==> config.mk <==
export PLATFORM = sky130hd
export DESIGN_NAME = ifetch_unit
export DESIGN_NICKNAME = d
export VERILOG_FILES = /design/src/rtl/ifetch_unit.sv
export SDC_FILE = /design/constraint.sdc
export NUM_CORES = 1
export LEC_CHECK = 0
export ABC_AREA = 1
export BUFFER_PORTS_ARGS = -buffer_cell sky130_fd_sc_hd__buf_2
export CAP_MARGIN = 20
export CORE_AREA = 4 4 83 85
export CTS_CLUSTER_DIAMETER = 80
export DETAILED_ROUTE_END_ITERATION = 7
export DIE_AREA = 0 0 87 89
export GPL_TIMING_DRIVEN = 0
export PLACE_DENSITY_LB_ADDON = 0.08
export SKIP_CTS_REPAIR_TIMING = 1
export SYNTH_ARGS = -nofsm -noshare
export SYNTH_HDL_FRONTEND = slang
export SYNTH_SLANG_ARGS = --single-unit
==> constraint.sdc <==
create_clock -name clk -period 3 [get_ports clk]
set_clock_uncertainty 0.15 [all_clocks]
set_input_delay 0.45 -clock clk [delete_from_list [all_inputs] [get_ports clk]]
set_output_delay 0.45 -clock clk [all_outputs]
set_load 0.05 [all_outputs]
==> src/rtl/ifetch_unit.sv <==
// Instruction fetch sequencer for the LC-3b multicycle datapath: owns the PC,
// runs the memory read handshake and offers each word to the IR via valid/ready.
module ifetch_unit #(
  parameter logic [15:0] RESET_PC = 16'h0000
) (
  input  logic        clk,
  input  logic        reset,
  input  logic        mem_resp,
  input  logic [15:0] mem_rdata,
  output logic        mem_read,
  output logic [15:0] mem_address,
  input  logic        redirect,
  input  logic [15:0] redirect_pc,
  input  logic        ir_ready,
  output logic        ir_valid,
  output logic [15:0] ir_word,
  output logic [15:0] ir_pc,
  output logic [15:0] pc
);

  localparam logic [1:0] IDLE = 2'd0;
  localparam logic [1:0] REQ  = 2'd1;
  localparam logic [1:0] HOLD = 2'd2;

  logic [1:0]  state_q, state_d;
  logic [15:0] pc_q, pc_d;
  logic        kill_q, kill_d;
  logic [15:0] pend_pc_q, pend_pc_d;
  logic [15:0] ir_word_q, ir_word_d;
  logic [15:0] ir_pc_q, ir_pc_d;
  logic [15:0] target;
  logic [15:0] pc_inc;

  assign target = {redirect_pc[15:1], 1'b0};
  assign pc_inc = pc_q + 16'd2;

  always_comb begin
    // NOTE: every next-state signal gets a hold default first, so no path
    // through the case below can leave one unassigned and infer a latch.
    state_d   = state_q;
    pc_d      = pc_q;
    kill_d    = kill_q;
    pend_pc_d = pend_pc_q;
    ir_word_d = ir_word_q;
    ir_pc_d   = ir_pc_q;
    case (state_q)
      IDLE: begin
        state_d = REQ;
        if (redirect) pc_d = target;
      end
      REQ: begin
        if (mem_resp) begin
          if (kill_q || redirect) begin
            // Read was overtaken by a control-flow change: drop the data.
            pc_d    = redirect ? target : pend_pc_q;
            kill_d  = 1'b0;
            state_d = IDLE;
          end else begin
            ir_word_d = mem_rdata;
            ir_pc_d   = pc_inc;
            pc_d      = pc_inc;
            state_d   = HOLD;
          end
        end else if (redirect) begin
          // Address must stay stable while the read is outstanding.
          kill_d    = 1'b1;
          pend_pc_d = target;
        end
      end
      HOLD: begin
        if (redirect) begin
          pc_d    = target;
          state_d = IDLE;
        end else if (ir_ready) begin
          state_d = IDLE;
        end
      end
      default: state_d = IDLE;
    endcase
  end

  // NOTE: sequential state uses non-blocking assignments only, so every
  // register samples the pre-edge values regardless of statement order.
  always_ff @(posedge clk) begin
    if (reset) begin
      state_q   <= IDLE;
      pc_q      <= RESET_PC;
      kill_q    <= 1'b0;
      pend_pc_q <= 16'h0000;
      ir_word_q <= 16'h0000;
      ir_pc_q   <= 16'h0000;
    end else begin
      state_q   <= state_d;
      pc_q      <= pc_d;
      kill_q    <= kill_d;
      pend_pc_q <= pend_pc_d;
      ir_word_q <= ir_word_d;
      ir_pc_q   <= ir_pc_d;
    end
  end

  assign mem_read    = (state_q == REQ);
  assign ir_valid    = (state_q == HOLD);
  assign mem_address = pc_q;
  assign pc          = pc_q;
  assign ir_word     = ir_word_q;
  assign ir_pc       = ir_pc_q;

endmodule
======== Word-level counts from Yosys, hierarchy flattened ========
Index checks and enable logic that the tools add are counted.
operators by class
  mux-type cells .......................... 13
  bitwise operators ....................... 2
  $add $sub $neg .......................... 1
  eq/ne operators ......................... 6
  reduce and logical (&&, ||, !) cells .... 10
operators by type and width
  operator                                                                  number
  16-bit two-way mux                                                        4
  16-bit case mux with 2 select lines                                       1
  16-bit by 2-bit adder with 16-bit output (second input constant)          1
  3-bit AND reduction                                                       3
  2-bit two-way mux                                                         4
  2-bit case mux with 3 select lines                                        1
  2-bit by 1-bit inequality test with 1-bit output (second input constant)  2
  2-bit AND reduction                                                       2
  2-bit nonzero test                                                        2
  1-bit two-way mux                                                         3
  3-bit inequality test (second input constant)                             1
  2-bit by 1-bit equality test with 1-bit output (second input constant)    1
  2-bit equality test (second input constant)                               1
  2-bit logical NOT                                                         1
  2-bit inequality test (second input constant)                             1
  1-bit inverter                                                            2
  2-bit OR reduction                                                        1
  1-bit logical OR                                                          1
storage, ports and cells
  register bits after elaboration ......... 67
  bits of input ports ..................... 37

======== Logic depth before layout (Yosys ltp) ========
  depth in word-level cells ............... 4
  gate-level depth with buffers ........... 9
  gate-level depth less buffers ........... 8

======== Worst setup path after synthesis ========
Ideal clock, no wire load.
  path kind ............................... reg-to-reg
  start ................................... register pc_q[1], in the netlist mem_address[1]
  end ..................................... register ir_pc_q[11], in the netlist ir_pc[11]
  setup slack ............................. 1015 ps
  library setup time ...................... 117 ps
  required time ........................... 2733 ps
  arrival time ............................ 1718 ps
  path buffers ............................ 0
  cell stages (with the launch flop) ...... 9
  cell sequence ........................... dfxtp_1 ha_1 nand2_1 nor2_1 nand2_1 o21bai_1 nand3_1 o211ai_1 inv_1
between the ends
  longest elaborated chain between the ends .. 1
ends and longest elaborated chain
  what                                      line  source
  start: declaration                        26    logic [15:0] pc_q, pc_d;
  start signal: assignment                  94    pc_q <= pc_d;
  16-bit by 2-bit adder with 16-bit output  35    assign pc_inc = pc_q + 16'd2;
  end signal: assignment                    98    ir_pc_q <= ir_pc_d;
  end: declaration                          30    logic [15:0] ir_pc_q, ir_pc_d;
No other way between the ends.
A chain may end at the register's enable or synchronous reset.

======== Worst setup path in the final report ========
  start ................................... register state_q[0]
  end ..................................... output port mem_read
between the ends
  longest elaborated chain between the ends .. 1
ends and longest elaborated chain
  what                                            line  source
  start: declaration                              25    logic [1:0] state_q, state_d;
  start signal: assignment                        93    state_q <= state_d;
  2-bit by 1-bit equality test with 1-bit output  102   assign mem_read = (state_q == REQ);
  end: declaration                                10    output logic mem_read,
No other way between the ends.

==> metrics.cfg <==
[floorplan]
core.rowCount=29
die_y_um=89
pin_count=103
start_util=0.537
die-area_mm2=0.00774
coreArea_mm2=0.00620
fp.dieW_um=87

[pwr]
p_comb_frac=0.266
vdd_drop_max_uv=456
p_int_uw=1510
total_leakage_power_uw=0.00204
swShare=0.368
seq_power_share=0.420
p_sw_uw=877
clockPowerShare=0.314
power_density_mw_per_mm2=578

[yosys]
syn_area_mm2=0.00333
syn-instance-count=469
ys_types=28
ys_seq_area_frac=0.402
synth_seq_cells=67
postSynthAreaPerCell_um2=7.11
synth_fp_nets=507
yosys_warnings=0

[sta]
totalNegativeSetupSlack_ps=0
hold_viol=0
min_period_ps=2000
rsz0062_at_grt=false
drv_slew=0
maxSlewHeadroom=0.643
tightest_slew_ps=535
fin_crit_sh=0.667
fmax_mhz=500
finalSetupViolations=0

[drt]
drt_iter0_drc=216
drc_errors=0
via_per_inst=5.30
routedWlPerCell_um=14.1
first_pass_iters=5
vias=3514
ant_nets=0
drt_wl_total_mm=9.38

[global_route]
gr-total-overflow=0
antenna_found_initial=0
grt_pass1_wl_mm=15.1
grt_max_degree=13
grt_usage=0.248
grt_pass1_vias=3216

[setup_path]
reg2regPathDepth=8
end_kind=output pin
cp.required_ps=2400
crit_fanout=10
arrival_ps=1400
start_kind=flop
critical_path_class=flop to output pin

[placement]
io_buffers=101
gp_congestion=0.909
hpwl_mm=7.10

[clocking]
insertion_delay_ps=340
clk_pin_slew_worst_paths_ps=80
cts_buffer_depth=2
clock_sinks=67
tritoncts=built
ctsHtreeMaxLevel=3
clock-root-buffer=clkbuf_8
numCtsBuffers=9

[run]
drv_cap=0

[status]
status=finished clean

[finish]
syn_to_final_growth_pct=23.8
nets=619
fin_util=0.665
n_antenna_cell=0
drive_above_1_share=0.282

[worst_hold_path]
holdCritPathClass=input pin to flop
hold_path_depth=3

-- power groups by stage --
stage          combinational (µW)  sequential (µW)  clock [µW]
2_1_floorplan                 330             1160           0
3_3_place_gp                  624             1020           0
3_5_place_dp                  632             1020           0
4_1_cts                       634             1000         755
5_1_grt                       685             1010         798
6_report                      634             1000         750
-- metal layers --
metal,routed length (µm),global-route usage,vias up,part of all wire
met4,290,0.115,0,0.031
met1,4080,0.322,1604,0.43
met5,0,0,-,0
met2,4370,0.400,135,0.47
li1,-,-,1749,-
met3,645,0.0470,26,0.069
-- flip-flops by register name, summed over array words and instances (netlist names) --
name	flops
ir_pc	16
ir_word	16
mem_address	16
state_q	2
kill_q	1
pend_pc_q	16
-- cell usage after synthesis (all sizes together) --
library cell / count / share of area
mux2i: 5 / 0.015
nand3: 24 / 0.036
nand2: 60 / 0.069
xnor2: 3 / 0.0079
buf: 31 / 0.070
nor2: 87 / 0.11
clkbuf: 11 / 0.012
ha: 1 / 0.0038
o21ai: 59 / 0.089
a21oi: 51 / 0.080
o211ai: 7 / 0.016
inv: 41 / 0.046
a211oi: 2 / 0.0075
xor2: 1 / 0.0026
nor4: 1 / 0.0019
nand3b: 2 / 0.0045
nand4: 7 / 0.013
dfxtp: 67 / 0.40
or2: 6 / 0.011
o21bai: 3 / 0.0068
-- through the flow --
stage	setup slack, ps	area [µm²]	hold slack, ps	power [µW]	std cells
finish	999	4130	200	2390	663
global route	926	4130	222	2490	663
CTS	987	4130	198	2390	663
detailed placement	1070	3940	292	1650	647
global placement	1080	3940	283	1640	647
floorplan	1020	3330	275	1490	469
-- cells in the final DEF, fill, tap and decap left out --
master / n
dfxtp_1: 67
a21oi_1: 50
nand2_1: 58
nor4_1: 1
o21ai_1: 14
mux2i_1: 5
o21bai_1: 3
clkbuf_8: 9
nand3_1: 24
ha_1: 1
or2_2: 6
buf_4: 24
clkinv_4: 1
xor2_1: 1
xnor2_1: 3
o21ai_0: 45
bufinv_16: 1
buf_2: 105
a211oi_2: 2
nand3b_1: 2
nor2_8: 1
clkinvlp_4: 2
clkbuf_1: 11
inv_1: 37
nor2_4: 1
nand4_1: 7
clkinv_2: 3
nor2_1: 85
o211ai_1: 7
a21oi_4: 1
buf_6: 3
inv_2: 4
nand2_2: 2
-- area by class of cell --
cell class	instances	area [µm²]
multi-input combinational	319	1560
sequential	67	1340
fill	590	2080
timing repair buffer	101	505
buffer	42	275
clock inverter	7	68.8
tap	77	96.3
inverter	41	154
clock buffer	9	124
-- final timing paths --
kind	startpoint	end	slack [ps]
hold / removal	mem_rdata[5]	ir_word[5]$_SDFFE_PP0P_	200
hold reg to reg	pend_pc_q[3]$_SDFFE_PP0P_	pend_pc_q[3]$_SDFFE_PP0P_	310
setup / recovery	state_q[0]$_SDFFE_PP0P_	mem_read	1000
setup reg to reg	mem_address[1]$_SDFFE_PP0P_	ir_pc[11]$_SDFFE_PP0P_	1110
-- logic make-up after synthesis --
group,Yosys count,share of synthesized area
AO/OA/AOI/OAI,122,0.199
XOR/XNOR,4,0.0105
adder cells (fa/ha/maj),1,0.00375
buffers and inverters,83,0.129
flip-flops,67,0.402
multiplexers,5,0.0150
AND/OR/NAND/NOR,187,0.241
-- worst max-delay path, stage by stage, from the launching register on --
cell	delay, ps
dfxtp_1	480
inv_2	180
nor2_4	120
buf_2	270
(Power assumes the default switching activity.)
